## src/rtl/fma_dot_sequencer.sv

```systemverilog
// Dot-product sequencer for one shared BF16xBF16+FP32 FMA unit.
// Streams A/B pairs, keeps one FMA op in flight, accumulates in FP32.
module fma_dot_sequencer #(
   parameter int WIDTH   = 16,
   parameter int CWIDTH  = 32,
   parameter int LEN_W   = 8,
   parameter int TO_W    = 6,
   parameter int TIMEOUT = 40
) (
   input  logic              clk,
   input  logic              rst_n,
   input  logic              start,
   input  logic              abort,
   input  logic [LEN_W-1:0]  len,
   input  logic [CWIDTH-1:0] init_c,
   input  logic              op_valid,
   output logic              op_ready,
   input  logic [WIDTH-1:0]  op_a,
   input  logic [WIDTH-1:0]  op_b,
   output logic              fma_req,
   output logic [WIDTH-1:0]  fma_a,
   output logic [WIDTH-1:0]  fma_b,
   output logic [CWIDTH-1:0] fma_c,
   input  logic              fma_res_valid,
   input  logic [CWIDTH-1:0] fma_res,
   output logic              busy,
   output logic              done,
   output logic [CWIDTH-1:0] acc_out,
   output logic              err
);

   localparam logic [2:0] S_IDLE  = 3'd0;
   localparam logic [2:0] S_FETCH = 3'd1;
   localparam logic [2:0] S_ISSUE = 3'd2;
   localparam logic [2:0] S_WAIT  = 3'd3;
   localparam logic [2:0] S_DONE  = 3'd4;

   logic [2:0]        state_q, state_d;
   logic [LEN_W-1:0]  len_q, len_d;
   logic [LEN_W-1:0]  cnt_q, cnt_d;
   logic [TO_W-1:0]   timer_q, timer_d;
   logic [CWIDTH-1:0] acc_q, acc_d;
   logic [CWIDTH-1:0] acc_out_q, acc_out_d;
   logic [WIDTH-1:0]  fma_a_q, fma_a_d;
   logic [WIDTH-1:0]  fma_b_q, fma_b_d;
   logic [CWIDTH-1:0] fma_c_q, fma_c_d;
   logic              done_q, done_d;
   logic              err_q, err_d;
   logic [LEN_W-1:0]  cnt_inc;

   assign cnt_inc  = cnt_q + LEN_W'(1);
   assign op_ready = (state_q == S_FETCH) & ~abort;
   assign fma_req  = (state_q == S_ISSUE) & ~abort;
   assign busy     = (state_q == S_FETCH) | (state_q == S_ISSUE) |
                     (state_q == S_WAIT);
   assign fma_a    = fma_a_q;
   assign fma_b    = fma_b_q;
   assign fma_c    = fma_c_q;
   assign done     = done_q;
   assign acc_out  = acc_out_q;
   assign err      = err_q;

   // Next-state logic; abort overrides everything and holds all state.
   always_comb begin
      state_d   = state_q;
      len_d     = len_q;
      cnt_d     = cnt_q;
      timer_d   = timer_q;
      acc_d     = acc_q;
      acc_out_d = acc_out_q;
      fma_a_d   = fma_a_q;
      fma_b_d   = fma_b_q;
      fma_c_d   = fma_c_q;
      done_d    = 1'b0;
      err_d     = err_q;
      if (abort) begin
         state_d = S_IDLE;
      end else begin
         case (state_q)
            S_IDLE: begin
               if (start) begin
                  if (len != '0) begin
                     len_d   = len;
                     acc_d   = init_c;
                     cnt_d   = '0;
                     err_d   = 1'b0;
                     state_d = S_FETCH;
                  end else begin
                     acc_out_d = init_c;
                     done_d    = 1'b1;
                  end
               end
            end
            S_FETCH: begin
               if (op_valid) begin
                  fma_a_d = op_a;
                  fma_b_d = op_b;
                  fma_c_d = acc_q;
                  state_d = S_ISSUE;
               end
            end
            S_ISSUE: begin
               timer_d = '0;
               state_d = S_WAIT;
            end
            S_WAIT: begin
               timer_d = timer_q + TO_W'(1);
               if (fma_res_valid) begin
                  acc_d   = fma_res;
                  cnt_d   = cnt_inc;
                  state_d = (cnt_inc == len_q) ? S_DONE : S_FETCH;
               end else if (timer_q == TO_W'(TIMEOUT - 1)) begin
                  err_d   = 1'b1;
                  state_d = S_DONE;
               end
            end
            S_DONE: begin
               acc_out_d = acc_q;
               done_d    = 1'b1;
               state_d   = S_IDLE;
            end
            default: state_d = S_IDLE;
         endcase
      end
   end

   // State and datapath registers.
   always_ff @(posedge clk or negedge rst_n) begin
      if (!rst_n) begin
         state_q   <= S_IDLE;
         len_q     <= '0;
         cnt_q     <= '0;
         timer_q   <= '0;
         acc_q     <= '0;
         acc_out_q <= '0;
         fma_a_q   <= '0;
         fma_b_q   <= '0;
         fma_c_q   <= '0;
         done_q    <= 1'b0;
         err_q     <= 1'b0;
      end else begin
         state_q   <= state_d;
         len_q     <= len_d;
         cnt_q     <= cnt_d;
         timer_q   <= timer_d;
         acc_q     <= acc_d;
         acc_out_q <= acc_out_d;
         fma_a_q   <= fma_a_d;
         fma_b_q   <= fma_b_d;
         fma_c_q   <= fma_c_d;
         done_q    <= done_d;
         err_q     <= err_d;
      end
   end

endmodule

```

## config.mk

```make
export PLATFORM = sky130hd
export DESIGN_NAME = fma_dot_sequencer
export DESIGN_NICKNAME = d
export VERILOG_FILES = /design/src/rtl/fma_dot_sequencer.sv
export SDC_FILE = /design/constraint.sdc
export NUM_CORES = 1
export LEC_CHECK = 0
export ABC_AREA = 1
export CORE_ASPECT_RATIO = 1.25
export CORE_MARGIN = 4
export CORE_UTILIZATION = 47
export CTS_BUF_LIST = sky130_fd_sc_hd__clkbuf_16
export DETAILED_ROUTE_END_ITERATION = 10
export PLACE_DENSITY_LB_ADDON = 0.2
export SYNTH_ARGS = -nofsm -noshare
export SYNTH_HDL_FRONTEND = slang
export SYNTH_SLANG_ARGS = --single-unit
```

## constraint.sdc

```tcl
create_clock -name clk -period 2.35 [get_ports clk]
set_clock_uncertainty 0.1 [all_clocks]
set_input_delay 0.47 -clock clk [delete_from_list [all_inputs] [get_ports clk]]
set_output_delay 0.47 -clock clk [all_outputs]
set_load 0.02 [all_outputs]
```

==> results by group, run 1 <==
Outcome
  • Outcome: finished clean

Route
  • Drt wl/cell: 17.51 microns
  • Initial drt markers: 389
  • Detailed-route DRC error count: 0
  • Post-route ant nets: 0
  • Via/cell ratio: 5.356
  • Drt total wl: 18970 microns
  • Vias post-DR: 5801
  • 1st-pass router iterations: 5

Cells and area
  • Final core occ: 69.15%
  • Non-filler instance count after layout: 1083
  • Area growth, synth to finish: 43.35%
  • Fill cells: 1143
  • # nets final: 1004
  • Register area: 3879 sq um
  • Layout cells sized above 1: 14.36%
  • Area of the multi-input gates: 2745 sq um
  • N_diodes: 0
  • Fin area: 10000 sq um

Worst setup path
  • Delay-heaviest family, CP: buffers and inverters
  • Crit path required time: 1.78 ns
  • Worst path slowest cell: clkdlybuf4s50_1
  • Worst Setup Start Kind: input port
  • Crit path largest cell delay: 0.43 ns
  • Setup crit end kind: primary output
  • Buf+Inv Stages, Crit Path: 4
  • Setup Crit Path Kind: input port to primary output
  • Worst-path cell chain: clkdlybuf4s50_1, nor2_2, inv_2, buf_4, nor3_4, dlygate4sd2_1
  • Critical path fanouts, max: 2
  • Critical Path AT: 1.68 ns

Clock network
  • Clock sinks: 155
  • TritonCTS clock tree: yes
  • H-tree Lvls: 4
  • Clock transition at path regs: 0.06 ns
  • CTS Buffer Depth: 2
  • Root Driver: clkbuf_16
  • TritonCTS Buffers: 17
  • Setup bufs post-CTS: 0
  • Latest clock arrival within the worst-skew pair: 0.41 ns

Timing
  • Worst slew margin: 71.62%
  • Least-Margin Pin Slew: 0.4257 ns
  • Fin crit share: 95.70%
  • Fin. Hold Viols: 0
  • Final setup vio count: 0
  • Period minus WS final: 2.249 ns
  • Fmax: 444.6 MHz
  • Final hold slack: 0.3901 ns
  • Total negative setup slack: 0 ns
  • Slew Viols, Final: 0
  • RSZ-0062 raised after global routing: no

Placement
  • Placed insts: 1050
  • PortBufs: 210
  • Area of placed instances: 9360 sq um
  • HPWL reported at the end of detailed placement: 13820 microns
  • Final GP Congestion: 0.8557

Floorplanning
  • Chip height: 144.2 microns
  • Die W: 117.0 microns
  • CORE AREA: 14470 sq um
  • Std-Cell Rows: 49
  • IO Pins: 211
  • Initial Utilization: 48.24%
  • Die area: 16880 sq um

Synth
  • Syn Nets: 786
  • Synth area leader: dfrtp_1
  • Synth Flop Type: dfrtp_1
  • Area contributors post-synth: dfrtp_1 56%, mux2_2 9.5%, nand2_1 6.7%, mux2i_1 4.6%, nand3_1 3.6%
  • Cell variety after synth: 36
  • Post-synthesis cell count: 674
  • Synth warn: 0
  • Post-synth EDFFs: 0
  • Seq/Total Area, Yosys: 55.58%
  • Syn Area/Cell: 10.35 sq um
  • Share of the synthesized area in the top cell type: 55.58%
  • Synth Cell Area: 6979 sq um
  • Post-synth ARST share: 100.0%
  • Synthesized flop and latch total: 155

Power and ir drop
  • Psw: 4.699 mW
  • Peak supply drop: 0.0007034 V
  • Sw frac: 35.76%
  • Internal power: 8.442 mW
  • Clk pwr share: 22.3%
  • Leakage Power: 4.351 nW
  • Cell Pwr Density: 1313 nW/um^2
  • Flop pwr share: 35.3%
  • Combinational group share of total power: 42.4%

Global routing
  • Global route overflow: 0
  • Vias in the first global route: 5955
  • First-pass GRT wire length: 29860 microns
  • Pin count of the biggest net entering global routing: 52
  • GRT Resource Usage Total: 22.73%
  • Antenna violations before repair: 0

Flow run
  • MaxCap Viol Count: 0

Worst hold path
  • Hold Crit Class: register to register
[cells by family after synthesis]
kind of cell / Yosys count / share of synthesized area (%)
DFF: 155 / 55.58
adders and majority gates: 2 / 0.3585
xor gates and xnor gates: 2 / 0.2510
muxes: 96 / 14.92
buffers and inverters: 73 / 5.271
AOI/OAI and AO/OA: 99 / 8.157
and+or+nand+nor: 247 / 15.47
[worst paths after layout]
path,start,endpoint,slack [ns],cells past startpoint
setup / recovery,abort,op_ready,0.10,6
hold / removal,fma_b[0],fma_b[0],0.39,1
setup reg to reg,state_q[1],acc_out[18],0.21,8
hold reg to reg,fma_b[0],fma_b[0],0.39,1
max in group asynchronous,rst_n,fma_b[15],1.01,3
min in group asynchronous,rst_n,fma_b[6],0.43,2
[power by group through the flow]
stage	Combinational, mW	Clock [mW]	Sequential (mW)
6_report	5.57	2.93	4.63
4_1_cts	5.64	2.98	4.64
2_1_floorplan	2.06	0	5.51
3_5_place_dp	5.61	0	4.67
3_3_place_gp	5.48	0	4.60
5_1_grt	5.98	3.11	4.78
[synth_stat cells (2+ instances only)]
master    instances
mux2_1            5
inv_2             3
a21oi_1           7
a31oi_1          32
o21ai_2           2
nor3_1            3
o21ai_0           3
nor2_4            2
buf_4             2
mux2_2           59
nand4_1           4
nand2_1         124
nand3_1          50
nor2_1           54
buf_6             9
nand2_2           3
o21ai_1          48
dfrtp_1         155
inv_1            35
o22ai_1           2
clkbuf_1          9
nand3b_1          3
ha_1              2
buf_2            15
mux2i_1          32
[sequential cells by signal (all words and copies together), names as in the netlist]
name / flops
acc_out: 32
acc_q: 32
fma_c: 32
fma_a: 16
fma_b: 16
cnt_q: 8
len_q: 8
timer_q: 6
state_q: 3
done: 1
err: 1
[routing by layer]
metal  GRT usage (%)  vias up  routed length [microns]
li1                -     2732                        -
met1           26.66     2808                     7443
met2           39.53      221                     9537
met3           5.567       40                     1357
met4           9.481        0                      628
met5               0        -                        0
[final cells by class]
type,instances,share of cell area [%]
sequential,155,38.77
clock buffer,17,4.252
tap,178,2.226
timing repair buffer,234,23.84
multi-input combinational,446,27.44
clock inverter,15,2.051
inverter,38,1.426
[stage by stage]
stage	power (mW)	setup slack, ns
after floorplan	7.566	0.4204
after global placement	10.08	-0.3172
after detailed placement	10.28	-0.3117
after CTS	13.25	0.03696
after global routing	13.87	0.002179
final	13.14	0.1009
[cell usage in the layout, fill, tap and decap left out, types with 2 or more instances in the layout]
cell / count
clkdlybuf4s50_1: 206
dfrtp_1: 155
o22ai_1: 2
dlygate4sd2_1: 2
nor3_1: 3
mux2_2: 59
nand3_1: 50
a31oi_1: 32
mux2_1: 5
buf_12: 8
clkbuf_16: 17
inv_2: 3
ha_1: 2
nor2_4: 2
nand4_1: 4
bufinv_16: 5
nand2_1: 124
inv_1: 37
nand3b_1: 3
clkinv_1: 2
nor2_2: 2
mux2i_1: 32
o21ai_0: 3
o21ai_2: 2
a21oi_1: 7
clkinv_2: 3
buf_4: 15
o21ai_1: 48
nand2_2: 3
nor2_1: 52
[repair_timing]
action,CTS,global route
cloned,0,0
gates resized for setup,5,2
hold buffers,1,0
endpoints found under the setup margin,3,2
endpoints found under the hold margin,36,0
(Power assumes the default switching activity.)
==> run 2, diff against run 1 <==
--- a/config.mk
+++ b/config.mk
@@ -8,8 +8,9 @@
 export ABC_AREA = 1
 export CORE_ASPECT_RATIO = 1.25
 export CORE_MARGIN = 4
-export CORE_UTILIZATION = 47
+export CORE_UTILIZATION = 35
 export CTS_BUF_LIST = sky130_fd_sc_hd__clkbuf_16
+export CTS_CLUSTER_SIZE = 24
 export DETAILED_ROUTE_END_ITERATION = 10
 export PLACE_DENSITY_LB_ADDON = 0.2
 export SYNTH_ARGS = -nofsm -noshare
==> results by group, run 2 (same netlist as run 1, synthesis figures left out) <==
Placement
  • HPWL reported at the end of detailed placement: 13700 microns
  • Placed insts: 1139
  • PortBufs: 210
  • Final GP Congestion: 0.8475
  • Setup WS pre-CTS: -0.3792 ns

Clock network
  • CTS Buffer Depth: 2
  • Setup bufs post-CTS: 0
  • H-tree Lvls: 4
  • Latest clock arrival within the worst-skew pair: 0.42 ns
  • Clock transition at path regs: 0.06 ns
  • Root Driver: clkbuf_16
  • TritonCTS Buffers: 17
  • TritonCTS clock tree: yes
  • Clock sinks: 155

Cells and area
  • Non-filler instance count after layout: 1172
  • Leading cell types in the layout, fill and taps excluded: 206 x clkdlybuf4s50_1, 155 x dfrtp_1, 124 x nand2_1, 59 x mux2_2, 52 x nor2_1
  • N_diodes: 0
  • Area of the multi-input gates: 2745 sq um
  • Fill cells: 1844
  • Most common cell after layout, fill and taps aside: clkdlybuf4s50_1
  • # nets final: 1006
  • Register area: 3879 sq um
  • Layout cells sized above 1: 14.99%
  • Area growth, synth to finish: 44.91%

Power and ir drop
  • Total power: 12.87 mW
  • Cell Pwr Density: 1272 nW/um^2
  • Flop pwr share: 35.5%
  • Clk pwr share: 21.0%
  • Leakage Power: 4.338 nW
  • Sw frac: 37.02%
  • Internal power: 8.103 mW
  • Peak supply drop: 0.0005300 V
  • Combinational group share of total power: 43.5%
  • Psw: 4.764 mW

Timing
  • Setup ws final: 0.08356 ns
  • Total negative setup slack: 0 ns
  • Fin. Hold Viols: 0
  • Worst slew margin: 63.92%
  • Slew Viols, Final: 0
  • Fin crit share: 96.44%
  • Final hold slack: 0.3892 ns
  • Period minus WS final: 2.266 ns
  • Fmax: 441.2 MHz
  • RSZ-0062 raised after global routing: no
  • Least-Margin Pin Slew: 0.5412 ns
  • Final setup vio count: 0

Floorplanning
  • CORE AREA: 19540 sq um
  • Die W: 134.3 microns
  • Initial Utilization: 35.72%
  • Die area: 22280 sq um
  • Chip height: 165.9 microns
  • Std-Cell Rows: 57
  • IO Pins: 211

Route
  • Drt wl/cell: 16.14 microns
  • Detailed-route DRC error count: 0
  • Drt total wl: 18920 microns
  • Vias post-DR: 5615
  • 1st-pass router iterations: 4
  • Initial drt markers: 246
  • Via/cell ratio: 4.791
  • Post-route ant nets: 0

Global routing
  • Antenna violations before repair: 0
  • Global route overflow: 0
  • First-pass GRT wire length: 30780 microns
  • Pin count of the biggest net entering global routing: 54
  • Vias in the first global route: 5709
  • GRT Resource Usage Total: 17.35%

Worst setup path
  • R2R setup slack: 0.29 ns
  • Setup Crit Path Kind: input port to primary output
  • Critical path fanouts, max: 2
  • Setup crit end kind: primary output
  • Worst r2r dst: acc_q[27]
  • Worst Setup Start Kind: input port
  • Crit path required time: 1.78 ns
  • Worst R2R Start: state_q[2]
  • Critical Path AT: 1.70 ns
  • Worst-case reg-to-reg path depth: 11

Flow run
  • MaxCap Viol Count: 0

Worst hold path
  • Hold depth: 1
  • Hold_sp: fma_c[4]
  • Hold EP: fma_c[4]
  • Hold Crit Class: register to register

Outcome
  • Outcome: finished clean
run 2: cell count changes in the layout (fill, tap and decap cells not counted), sizes merged:
cell	previous run	this run
dlygate4sd2	2	1
inv	41	45
clkinv	6	5
clkinvlp	1	2
buf	24	27
bufinv	5	1
run 2: timing repair:
item                                    in CTS  in global routing
gates cloned                                 0                  0
endpoints found under the setup margin       3                  1
resized for setup                            9                  3
pin swaps                                    0                  1
hold buffers                                 1                  0
endpoints found under the hold margin       49                  0
run 2: layer usage:
layer | track usage [%] | share of wire (%) | vias up
met5 | 0 | 0 | -
met4 | 4.739 | 1.2 | 0
met3 | 4.152 | 6.2 | 14
met2 | 28.75 | 49 | 175
met1 | 22.79 | 44 | 2677
li1 | - | - | 2749
run 2: worst max-delay path, stage by stage:
cell             delay (ns)
clkdlybuf4s50_1        0.46
nor2_2                 0.17
inv_2                  0.05
buf_4                  0.14
nor3_4                 0.11
clkdlybuf4s15_2        0.29
run 2: power by group through the flow:
stage / Sequential [mW] / Combinational [mW] / Clock (mW)
floorplan: 5.51 / 2.06 / 0
global placement: 4.58 / 5.62 / 0
detailed placement: 4.62 / 5.68 / 0
CTS: 4.58 / 5.69 / 2.78
global route: 4.76 / 6.06 / 2.90
finish: 4.56 / 5.60 / 2.70
run 2: worst max-delay path by stage:
stage               start       end  slack, ns  depth (start not counted)
3_5_place_dp        abort   fma_req      -0.38                          7
4_1_cts             abort   fma_req      0.006                          7
5_1_grt             abort  op_ready       0.02                          6
6_report            abort  op_ready       0.08                          6
2_1_floorplan  state_q[2]   fma_req       0.42                          6
3_3_place_gp        abort   fma_req      -0.41                          7
run 2: layout make-up:
cell class / count / area share (%)
Clock inverter: 15 / 1.608
Clock buffer: 17 / 4.206
Inverter: 38 / 1.410
Timing Repair Buffer: 236 / 24.00
Sequential cell: 155 / 38.35
Multi-Input combinational cell: 446 / 27.14
Tap cell: 265 / 3.279
run 2: per-stage QoR:
step | instance area, sq um | utilization, %
detailed placement | 9509 | 48.66
finish | 10110 | 51.75
global placement | 9509 | 48.66
global route | 10110 | 51.75
floorplan | 6979 | -
CTS | 10110 | 51.76
